--- config.mk ---
export PLATFORM = sky130hd
export DESIGN_NAME = req_onehot_arbiter
export DESIGN_NICKNAME = d
export VERILOG_FILES = /design/src/rtl/req_onehot_arbiter.sv
export SDC_FILE = /design/constraint.sdc
export NUM_CORES = 1
export LEC_CHECK = 0
export ABC_AREA = 1
export BUFFER_PORTS_ARGS = -buffer_cell sky130_fd_sc_hd__buf_4
export CAP_MARGIN = 20
export CORE_MARGIN = 2
export CORE_UTILIZATION = 40
export CTS_BUF_LIST = sky130_fd_sc_hd__clkbuf_8 sky130_fd_sc_hd__clkbuf_16
export DETAILED_ROUTE_END_ITERATION = 10
export PLACE_DENSITY = 0.66
export SYNTH_ARGS = -nofsm -noshare
export SYNTH_HDL_FRONTEND = slang
export SYNTH_SLANG_ARGS = --single-unit
--- constraint.sdc ---
create_clock -name clk -period 4.85 [get_ports clk]
set_input_delay 0.97 -clock clk [delete_from_list [all_inputs] [get_ports clk]]
set_output_delay 0.97 -clock clk [all_outputs]
set_load 0.05 [all_outputs]
--- src/rtl/req_onehot_arbiter.sv ---
// req_onehot_arbiter
// Upstream stage of the 8-to-3 encoder. Turns rising edges on eight request
// lines into held pending requests, then issues them one at a time in
// round-robin order as a clean one-hot grant with an enable strobe. Every
// grant waits for an ack from the consumer before the next one is issued.
//
// state  | meaning
// -------+------------------------------------------------------------
// IDLE   | no grant presented; out_en=0, out_onehot=0
// GRANT  | out_onehot/out_en held stable until ack is sampled high
//
module req_onehot_arbiter #(
    parameter int SYNC_EN = 1
) (
    input  logic       clk,
    input  logic       rst,
    input  logic [7:0] req,
    input  logic       ack,
    output logic [7:0] out_onehot,
    output logic       out_en,
    output logic [7:0] pending,
    output logic [7:0] ovf_cnt
);

    typedef enum logic [0:0] {
        ST_IDLE  = 1'b0,
        ST_GRANT = 1'b1
    } state_t;

    // synchronized request lines
    logic [7:0] s2;

    // edge detect, pending and overflow state
    logic [7:0] prev_q, prev_d;
    logic [7:0] pending_q, pending_d;
    logic [7:0] ovf_cnt_q, ovf_cnt_d;

    // grant FSM state
    state_t     state_q, state_d;
    logic [7:0] out_onehot_q, out_onehot_d;
    logic       out_en_q, out_en_d;
    logic [2:0] gidx_q, gidx_d;
    logic [2:0] ptr_q, ptr_d;

    // combinational helpers
    logic [7:0] rise;
    logic [7:0] clr;
    logic [7:0] lost;
    logic [3:0] lost_cnt;
    logic [8:0] ovf_sum;
    logic [7:0] rot;
    logic [2:0] pick_off;
    logic [2:0] pick_idx;

    generate
        if (SYNC_EN != 0) begin : g_sync
            logic [7:0] s1_q, s1_d;
            logic [7:0] s2_q, s2_d;

            // two-flop synchronizer stage inputs
            always_comb begin
                s1_d = req;
                s2_d = s1_q;
            end

            // synchronizer flops, cleared by reset so a line held high
            // across reset release produces exactly one rise
            always_ff @(posedge clk or posedge rst) begin
                if (rst) begin
                    s1_q <= 8'h00;
                    s2_q <= 8'h00;
                end else begin
                    s1_q <= s1_d;
                    s2_q <= s2_d;
                end
            end

            assign s2 = s2_q;
        end else begin : g_nosync
            assign s2 = req;
        end
    endgenerate

    // edge detect, pending set/clear with set priority, saturating overflow
    always_comb begin
        rise      = s2 & ~prev_q;
        clr       = ((state_q == ST_GRANT) && ack) ? out_onehot_q : 8'h00;
        prev_d    = s2;
        pending_d = (pending_q & ~clr) | rise;
        lost      = rise & pending_q & ~clr;
        lost_cnt  = 4'd0;
        for (int i = 0; i < 8; i++) begin
            lost_cnt = lost_cnt + {3'd0, lost[i]};
        end
        ovf_sum   = {1'b0, ovf_cnt_q} + {5'd0, lost_cnt};
        ovf_cnt_d = ovf_sum[8] ? 8'hFF : ovf_sum[7:0];
    end

    // round-robin pick: rotate pending so index ptr lands at bit 0, then
    // take the lowest set bit and map it back to an absolute index
    always_comb begin
        rot = 8'h00;
        for (int i = 0; i < 8; i++) begin
            rot[i] = pending_q[ptr_q + 3'(i)];
        end
        pick_off = 3'd0;
        for (int i = 7; i >= 0; i--) begin
            if (rot[i]) begin
                pick_off = 3'(i);
            end
        end
        pick_idx = ptr_q + pick_off;
    end

    // grant FSM next state; outputs are computed here and registered below
    always_comb begin
        state_d      = state_q;
        out_onehot_d = out_onehot_q;
        out_en_d     = out_en_q;
        gidx_d       = gidx_q;
        ptr_d        = ptr_q;
        case (state_q)
            ST_IDLE: begin
                if (|pending_q) begin
                    state_d      = ST_GRANT;
                    out_onehot_d = 8'(1) << pick_idx;
                    out_en_d     = 1'b1;
                    gidx_d       = pick_idx;
                end
            end
            ST_GRANT: begin
                if (ack) begin
                    state_d      = ST_IDLE;
                    out_onehot_d = 8'h00;
                    out_en_d     = 1'b0;
                    ptr_d        = gidx_q + 3'd1;
                end
            end
            default: begin
                state_d      = ST_IDLE;
                out_onehot_d = 8'h00;
                out_en_d     = 1'b0;
            end
        endcase
    end

    // request bookkeeping registers
    always_ff @(posedge clk or posedge rst) begin
        if (rst) begin
            prev_q    <= 8'h00;
            pending_q <= 8'h00;
            ovf_cnt_q <= 8'h00;
        end else begin
            prev_q    <= prev_d;
            pending_q <= pending_d;
            ovf_cnt_q <= ovf_cnt_d;
        end
    end

    // grant FSM registers, including the registered outputs
    always_ff @(posedge clk or posedge rst) begin
        if (rst) begin
            state_q      <= ST_IDLE;
            out_onehot_q <= 8'h00;
            out_en_q     <= 1'b0;
            gidx_q       <= 3'd0;
            ptr_q        <= 3'd0;
        end else begin
            state_q      <= state_d;
            out_onehot_q <= out_onehot_d;
            out_en_q     <= out_en_d;
            gidx_q       <= gidx_d;
            ptr_q        <= ptr_d;
        end
    end

    assign out_onehot = out_onehot_q;
    assign out_en     = out_en_q;
    assign pending    = pending_q;
    assign ovf_cnt    = ovf_cnt_q;

endmodule

==> metrics.md, run 1 <==
| Metric | Value |
|---|---|
| Post-Syn Instances | approximately 310 |
| Number of buffers created by CTS | 5 |
| Slew @ Worst Pin | about 0.69 ns |
| CP Class | in2reg |
| Pre-CTS setup slack | -0.0159 ns |
| Final setup violation count | 0 |
| RSZ-0062 raised after global routing | no |
| Tmin final | 4.51 ns |
| CTS root buffer | clkbuf_8 |
| Die W | 89.0 µm |
| Dpl cells | about 440 |
| Reg-to-Reg End | ovf_cnt[7] |
| Routability cong. | approximately 0.90 |
| Routed Antenna Nets | 0 |
| Core Footprint | between 0.006 and 0.007 mm² |
| HPWL Detailed | 4340 µm |
| Synth Area per Inst | around 9.2 µm² |
| First-pass GRT wire length | 9400 µm |
| Status | finished, final reports clean |
| Hold EP | g_sync.s2_q[1] |
| Flop-to-flop setup slack | 0.71 ns |
| Crit. End Element | flip-flop |
| Largest net degree at the start of global routing | 57 |
| GR Util All Layers | 15.4% |
| Total Nets Final | 380 |
| Worst Skew | 0.0119 ns |
| RR Startpoint | state_q |
| Commonest non-fill, non-tap cell in the layout | nand2_1 |
| Fill cells | 693 |
| Sequential fraction of the synthesis area | 48.5% |
| Synth unique cells | 33 |
| H-Tree Depth | 2 |
| Post-route clock period utilization | slightly above 90% |
| Min-Delay Path Depth | 0 |
| Layout cells sized above 1 | 22.9% |
| Initial Util | 41.8% |
| CTS tree | built |
| Ports | 36 |
| Clock sink count | 56 |
| Placed Instance Area | 0.00325 mm² |
| I/O Buffers | 35 |
| Ys flop type | dfrtp_1 |
| Async S/R FF share, synth | 100% |
| Postcts setup bufs | 0 |
| Initial antenna violation count | 0 |
| Worst R2R Path Depth | 20 |
| Top cell by count, worst path | fa_1 |
| Arr. time, crit path | 4.68 ns |
| Die Y | 89.0 µm |
| Worst slew margin | between 50% and 60% |
| Maximum clock path buffer count | 2 |
| Post-synth EDFFs | 0 |
| Worst skew pair latency | roughly 0.3 ns |
| Final Hold Vio Count | 0 |
| Slowest CP cell | fa_1 |
| Post_cts resized | 0 |
| Vias in the first global route | 2136 |
| Hold Path Class | reg2reg |
| CTS hold repair buffers | 0 |
| Via/cell ratio | 4.68 |
| Ant. Diodes | 0 |
| Non-filler cells, final | 450 |
| Drt drc | 0 |
| Worst-path clk slew | 0.09 ns |
| Drt pass-1 iters | 4 |
| Slowest Stage Delay on Critical Path | 0.53 ns |
| Routed len/inst | about 12 µm |
| Area grow syn2layout | 16.8% |
| Post-Syn Nets | 340 |
| Mapped cell area | 0.00289 mm² |
| Via count | 2107 |
| DR iter-0 viols | 90 |
| Critical Path Source Type | primary input |
| GR Overflow Total | 0 |
| Die area | 0.00791 mm² |
| Hold path startpoint | g_sync.s1_q[1] |
| WP data required | 5.03 ns |
| Final worst setup slack | 0.344 ns |
| Worst-path cell chain | buf_4, nand2_1, inv_1, nand2_1, nand2_1, nor3_1, fa_1, inv_1, fa_1, inv_1, fa_1, fa_1, fa_1, nand2_1, inv_1, nor2_1, nor2_1, nor2_1, nor2_1, nand2_2, nand3_1 |
| Critical Path Fanout Max | 6 |
| Pins Over Slew Limit | 0 |
| Commonest cells after routing, fill and taps aside | nand2_1, dfrtp_1, buf_4, nand3_1, inv_1 |
| Final WL | 5500 µm |
| Maxcap violations | 0 |
| Count of warnings emitted by yosys | 0 |
| F_max | 222 MHz |
| Final Cell Area | 0.00337 mm² |
| Yosys reg bits | 56 |
| Setup TNS | 0 ns |
| Row cnt | 30 |
kinds of logic after synthesis:
kind of cell / after synthesis / synth area share, %
adders and majority gates: 16 / 8.50
and+or+nand+nor: 171 / 29.2
buffers and inverters: 36 / 5.76
xor gates and xnor gates: 8 / 3.21
DFF: 56 / 48.5
AOI/OAI and AO/OA: 26 / 4.81
worst max path at each step:
stage	slack, ns	cells past startpoint	startpoint	endpoint
floorplan	0.02	21	ack	ovf_cnt[2]
CTS	0.28	21	ack	ovf_cnt[2]
global placement	0.02	21	ack	ovf_cnt[3]
detailed placement	-0.02	21	ack	ovf_cnt[2]
finish	0.34	21	ack	ovf_cnt[7]
global route	0.05	21	ack	ovf_cnt[7]
area by class of cell:
cell class | count | area [µm²] | area share (%)
Sequential cell | 56 | 1400 | 41.6
Clock buffer | 6 | 82.6 | 2.45
Clock inverter | 2 | 38.8 | 1.15
Timing Repair Buffer | 38 | 285 | 8.46
Tap cell | 96 | 120 | 3.56
Multi-Input combinational cell | 221 | 1320 | 39.2
Inverter | 31 | 121 | 3.60
critical path: cells and delay by family:
kind	cells	cell delay (ns)
fa+ha+maj	5	2.41
simple gates	11	0.94
buf+inv	5	0.36
per-stage QoR:
| stage | hold slack, ns | util, % |
|---|---|---|
| floorplan | 0.331 | - |
| detailed placement | 0.336 | 47.0 |
| CTS | 0.357 | 48.8 |
| global route | 0.366 | 48.8 |
| finish | 0.355 | 48.8 |
| global placement | 0.332 | 47.0 |
cell usage after synthesis, types with 3 or more instances:
cell type  instances  share of area, %
nor3_1            11               1.9
o21ai_0           19               3.3
nand2_1           88                11
a31oi_1            3              0.65
dfrtp_1           56                49
nor2_1            10               1.3
ha_1              10               4.3
nand3_1           29               5.0
inv_1             29               3.8
nand2_2           15               3.3
nand2_4            6               2.3
xnor2_1            3              0.91
fa_1               6               4.2
buf_6              3               1.2
registers in the layout, summed over array words and instances, names as in the netlist:
signal and cells:
g_sync.s2_q 8, ptr_q 3, gidx_q 3, g_sync.s1_q 8, pending 8, out_en 1, out_onehot 8, state_q 1
prev_q 8, ovf_cnt 8
layer usage:
layer	GRT usage (%)	vias up	share of wire, %
li1	-	1081	-
met1	20.3	976	47
met2	25.7	39	48
met3	2.49	11	3.4
met4	6.11	0	2.1
met5	0	-	0
Power of run 1 is not shown: default switching activity piles up to over one toggle a cycle in this logic, so the estimate is an artifact.
==> run 2: changes to the inputs <==
--- a/config.mk
+++ b/config.mk
@@ -9,10 +9,10 @@
 export BUFFER_PORTS_ARGS = -buffer_cell sky130_fd_sc_hd__buf_4
 export CAP_MARGIN = 20
 export CORE_MARGIN = 2
-export CORE_UTILIZATION = 40
+export CORE_UTILIZATION = 62
 export CTS_BUF_LIST = sky130_fd_sc_hd__clkbuf_8 sky130_fd_sc_hd__clkbuf_16
 export DETAILED_ROUTE_END_ITERATION = 10
-export PLACE_DENSITY = 0.66
+export PLACE_DENSITY = 0.91
 export SYNTH_ARGS = -nofsm -noshare
 export SYNTH_HDL_FRONTEND = slang
 export SYNTH_SLANG_ARGS = --single-unit
==> constraint.sdc (replaced) <==
create_clock -name clk -period 5.5 [get_ports clk]
set_input_delay 1.1 -clock clk [delete_from_list [all_inputs] [get_ports clk]]
set_output_delay 1.1 -clock clk [all_outputs]
set_load 0.05 [all_outputs]
==> metrics.md, run 2 (synthesis gave the netlist of run 1 again) <==
| Metric | Value |
|---|---|
| Drt drc | 0 (unchanged) |
| Final Hold Vio Count | 0 (unchanged) |
| Slew @ Worst Pin | 0.621 ns (-0.0655 ns) |
| Area grow syn2layout | 14.1% |
| Die Y | 72.2 µm (-19%) |
| Tmin final | just under 5 ns |
| HPWL Detailed | 4420 µm (+1.8%) |
| CP Class | in2reg |
| Routability cong. | 0.883 (-2.2%) |
| Worst Skew | 0.00872 ns (-0.00316 ns) |
| Post-route clock period utilization | between 80% and 90% |
| Commonest non-fill, non-tap cell in the layout | nand2_1 |
| Worst skew pair latency | 0.31 ns (about the same) |
| Flop-to-flop setup slack | 1.13 ns (+0.42 ns) |
| Maximum clock path buffer count | 2 (unchanged) |
| Initial antenna violation count | 0 (unchanged) |
| CTS hold repair buffers | 0 (unchanged) |
| Via/cell ratio | 5.57 (+19%) |
| Worst slew margin | 58.6% (+4.4 points) |
| Clock sink count | 56 (unchanged) |
| CTS root buffer | clkbuf_8 |
| Hold path startpoint | g_sync.s1_q[2] |
| Total Nets Final | 379 (-0.26%) |
| Die W | 72.2 µm (-19%) |
| Number of buffers created by CTS | 5 (unchanged) |
| CTS tree | built |
| Critical Path Source Type | primary input |
| Arr. time, crit path | 5.05 ns (+0.37 ns) |
| Row cnt | 24 (-20%) |
| RR Startpoint | state_q |
| Routed Antenna Nets | 0 (unchanged) |
| Critical Path Fanout Max | 6 (unchanged) |
| Ports | 36 (unchanged) |
| Hold EP | g_sync.s2_q[2] |
| Pins Over Slew Limit | 0 (unchanged) |
| Drt pass-1 iters | 5 (+1) |
| Final setup violation count | 0 (unchanged) |
| DR iter-0 viols | 169 (+88%) |
| Largest net degree at the start of global routing | 57 (unchanged) |
| Routed len/inst | 14.2 µm (+16%) |
| Reg-to-Reg End | ovf_cnt[3] |
| Crit. End Element | flip-flop |
| Hold Slack | 0.356 ns (+0.00121 ns) |
| I/O Buffers | 35 (unchanged) |
| Min-Delay Path Depth | 0 (unchanged) |
| Worst R2R Path Depth | 20 (unchanged) |
| Placed Instance Area | 0.00318 mm² (-2.2%) |
| Final WL | 5760 µm (+4.6%) |
| WP data required | 5.69 ns (+0.66 ns) |
| Maxcap violations | 0 (unchanged) |
| RSZ-0062 raised after global routing | no |
| Die area | 0.00522 mm² (-34%) |
| Worst-path clk slew | 0.09 ns (about the same) |
| Layout cells sized above 1 | 22.4% (-0.50 points) |
| H-Tree Depth | 2 (unchanged) |
| GR Util All Layers | 24.8% (+9.4 points) |
| Setup TNS | 0 ns (unchanged) |
| Via count | 2255 (+7.0%) |
| GR Overflow Total | 0 (unchanged) |
| Initial Util | 65.4% (+24 points) |
| Post_cts resized | 0 (unchanged) |
| Ant. Diodes | 0 (unchanged) |
| Postcts setup bufs | 0 (unchanged) |
| First-pass GRT wire length | 9760 µm (+3.7%) |
| Hold Path Class | reg2reg |
| Fill cells | 320 (-54%) |
| Core Footprint | 0.00441 mm² (-36%) |
| Vias in the first global route | 2214 (+3.7%) |
| Commonest cells after routing, fill and taps aside | nand2_1, dfrtp_1, buf_4, nand3_1, inv_1 |
| Final Cell Area | 0.00329 mm² (-2.3%) |
| F_max | about 210 MHz |
| Status | finished, final reports clean |
[run 2: how the worst max path moves through the flow]
stage                  to  from  slack, ns
2_1_floorplan  ovf_cnt[2]   ack       0.54
3_3_place_gp   ovf_cnt[3]   ack       0.49
3_5_place_dp   ovf_cnt[2]   ack       0.32
4_1_cts        ovf_cnt[2]   ack       0.64
5_1_grt        ovf_cnt[2]   ack       0.29
6_report       ovf_cnt[3]   ack       0.64
[run 2: cell type report]
class	instances	area, µm²	share of cell area, %
multi-input combinational	221	1320	40.0
tap	52	65.1	1.97
sequential	56	1400	42.5
timing repair buffer	37	290	8.81
clock buffer	6	82.6	2.51
clock inverter	2	15.0	0.456
inverter	31	121	3.68
[run 2: layer usage]
metal  GRT usage (%)  part of all wire, %
met1            30.9                   41
met2            41.6                   50
met3            4.44                  5.0
met4            13.0                  3.9
met5               0                    0
[run 2: metrics by stage]
stage / instances / utilization [%] / worst slack (ns)
CTS: 404 / 74.2 / 0.645
global route: 405 / 74.6 / 0.295
global placement: 396 / 72.0 / 0.495
floorplan: 313 / - / 0.540
detailed placement: 396 / 72.0 / 0.323
finish: 405 / 74.6 / 0.635
[run 2: worst max-delay path, stage by stage]
cell,delay (ns)
buf_4,0.08
nand2_1,0.14
inv_1,0.14
nand2_1,0.07
nand2_1,0.10
nor3_1,0.07
fa_1,0.48
inv_1,0.06
fa_1,0.55
inv_1,0.06
fa_1,0.50
fa_1,0.47
fa_1,0.40
nand2_1,0.08
inv_1,0.04
nor2_1,0.09
nor2_1,0.05
nor2_1,0.16
nor2_1,0.10
nand2_1,0.17
o21ai_0,0.13
Power of run 2 is left out for the same reason.
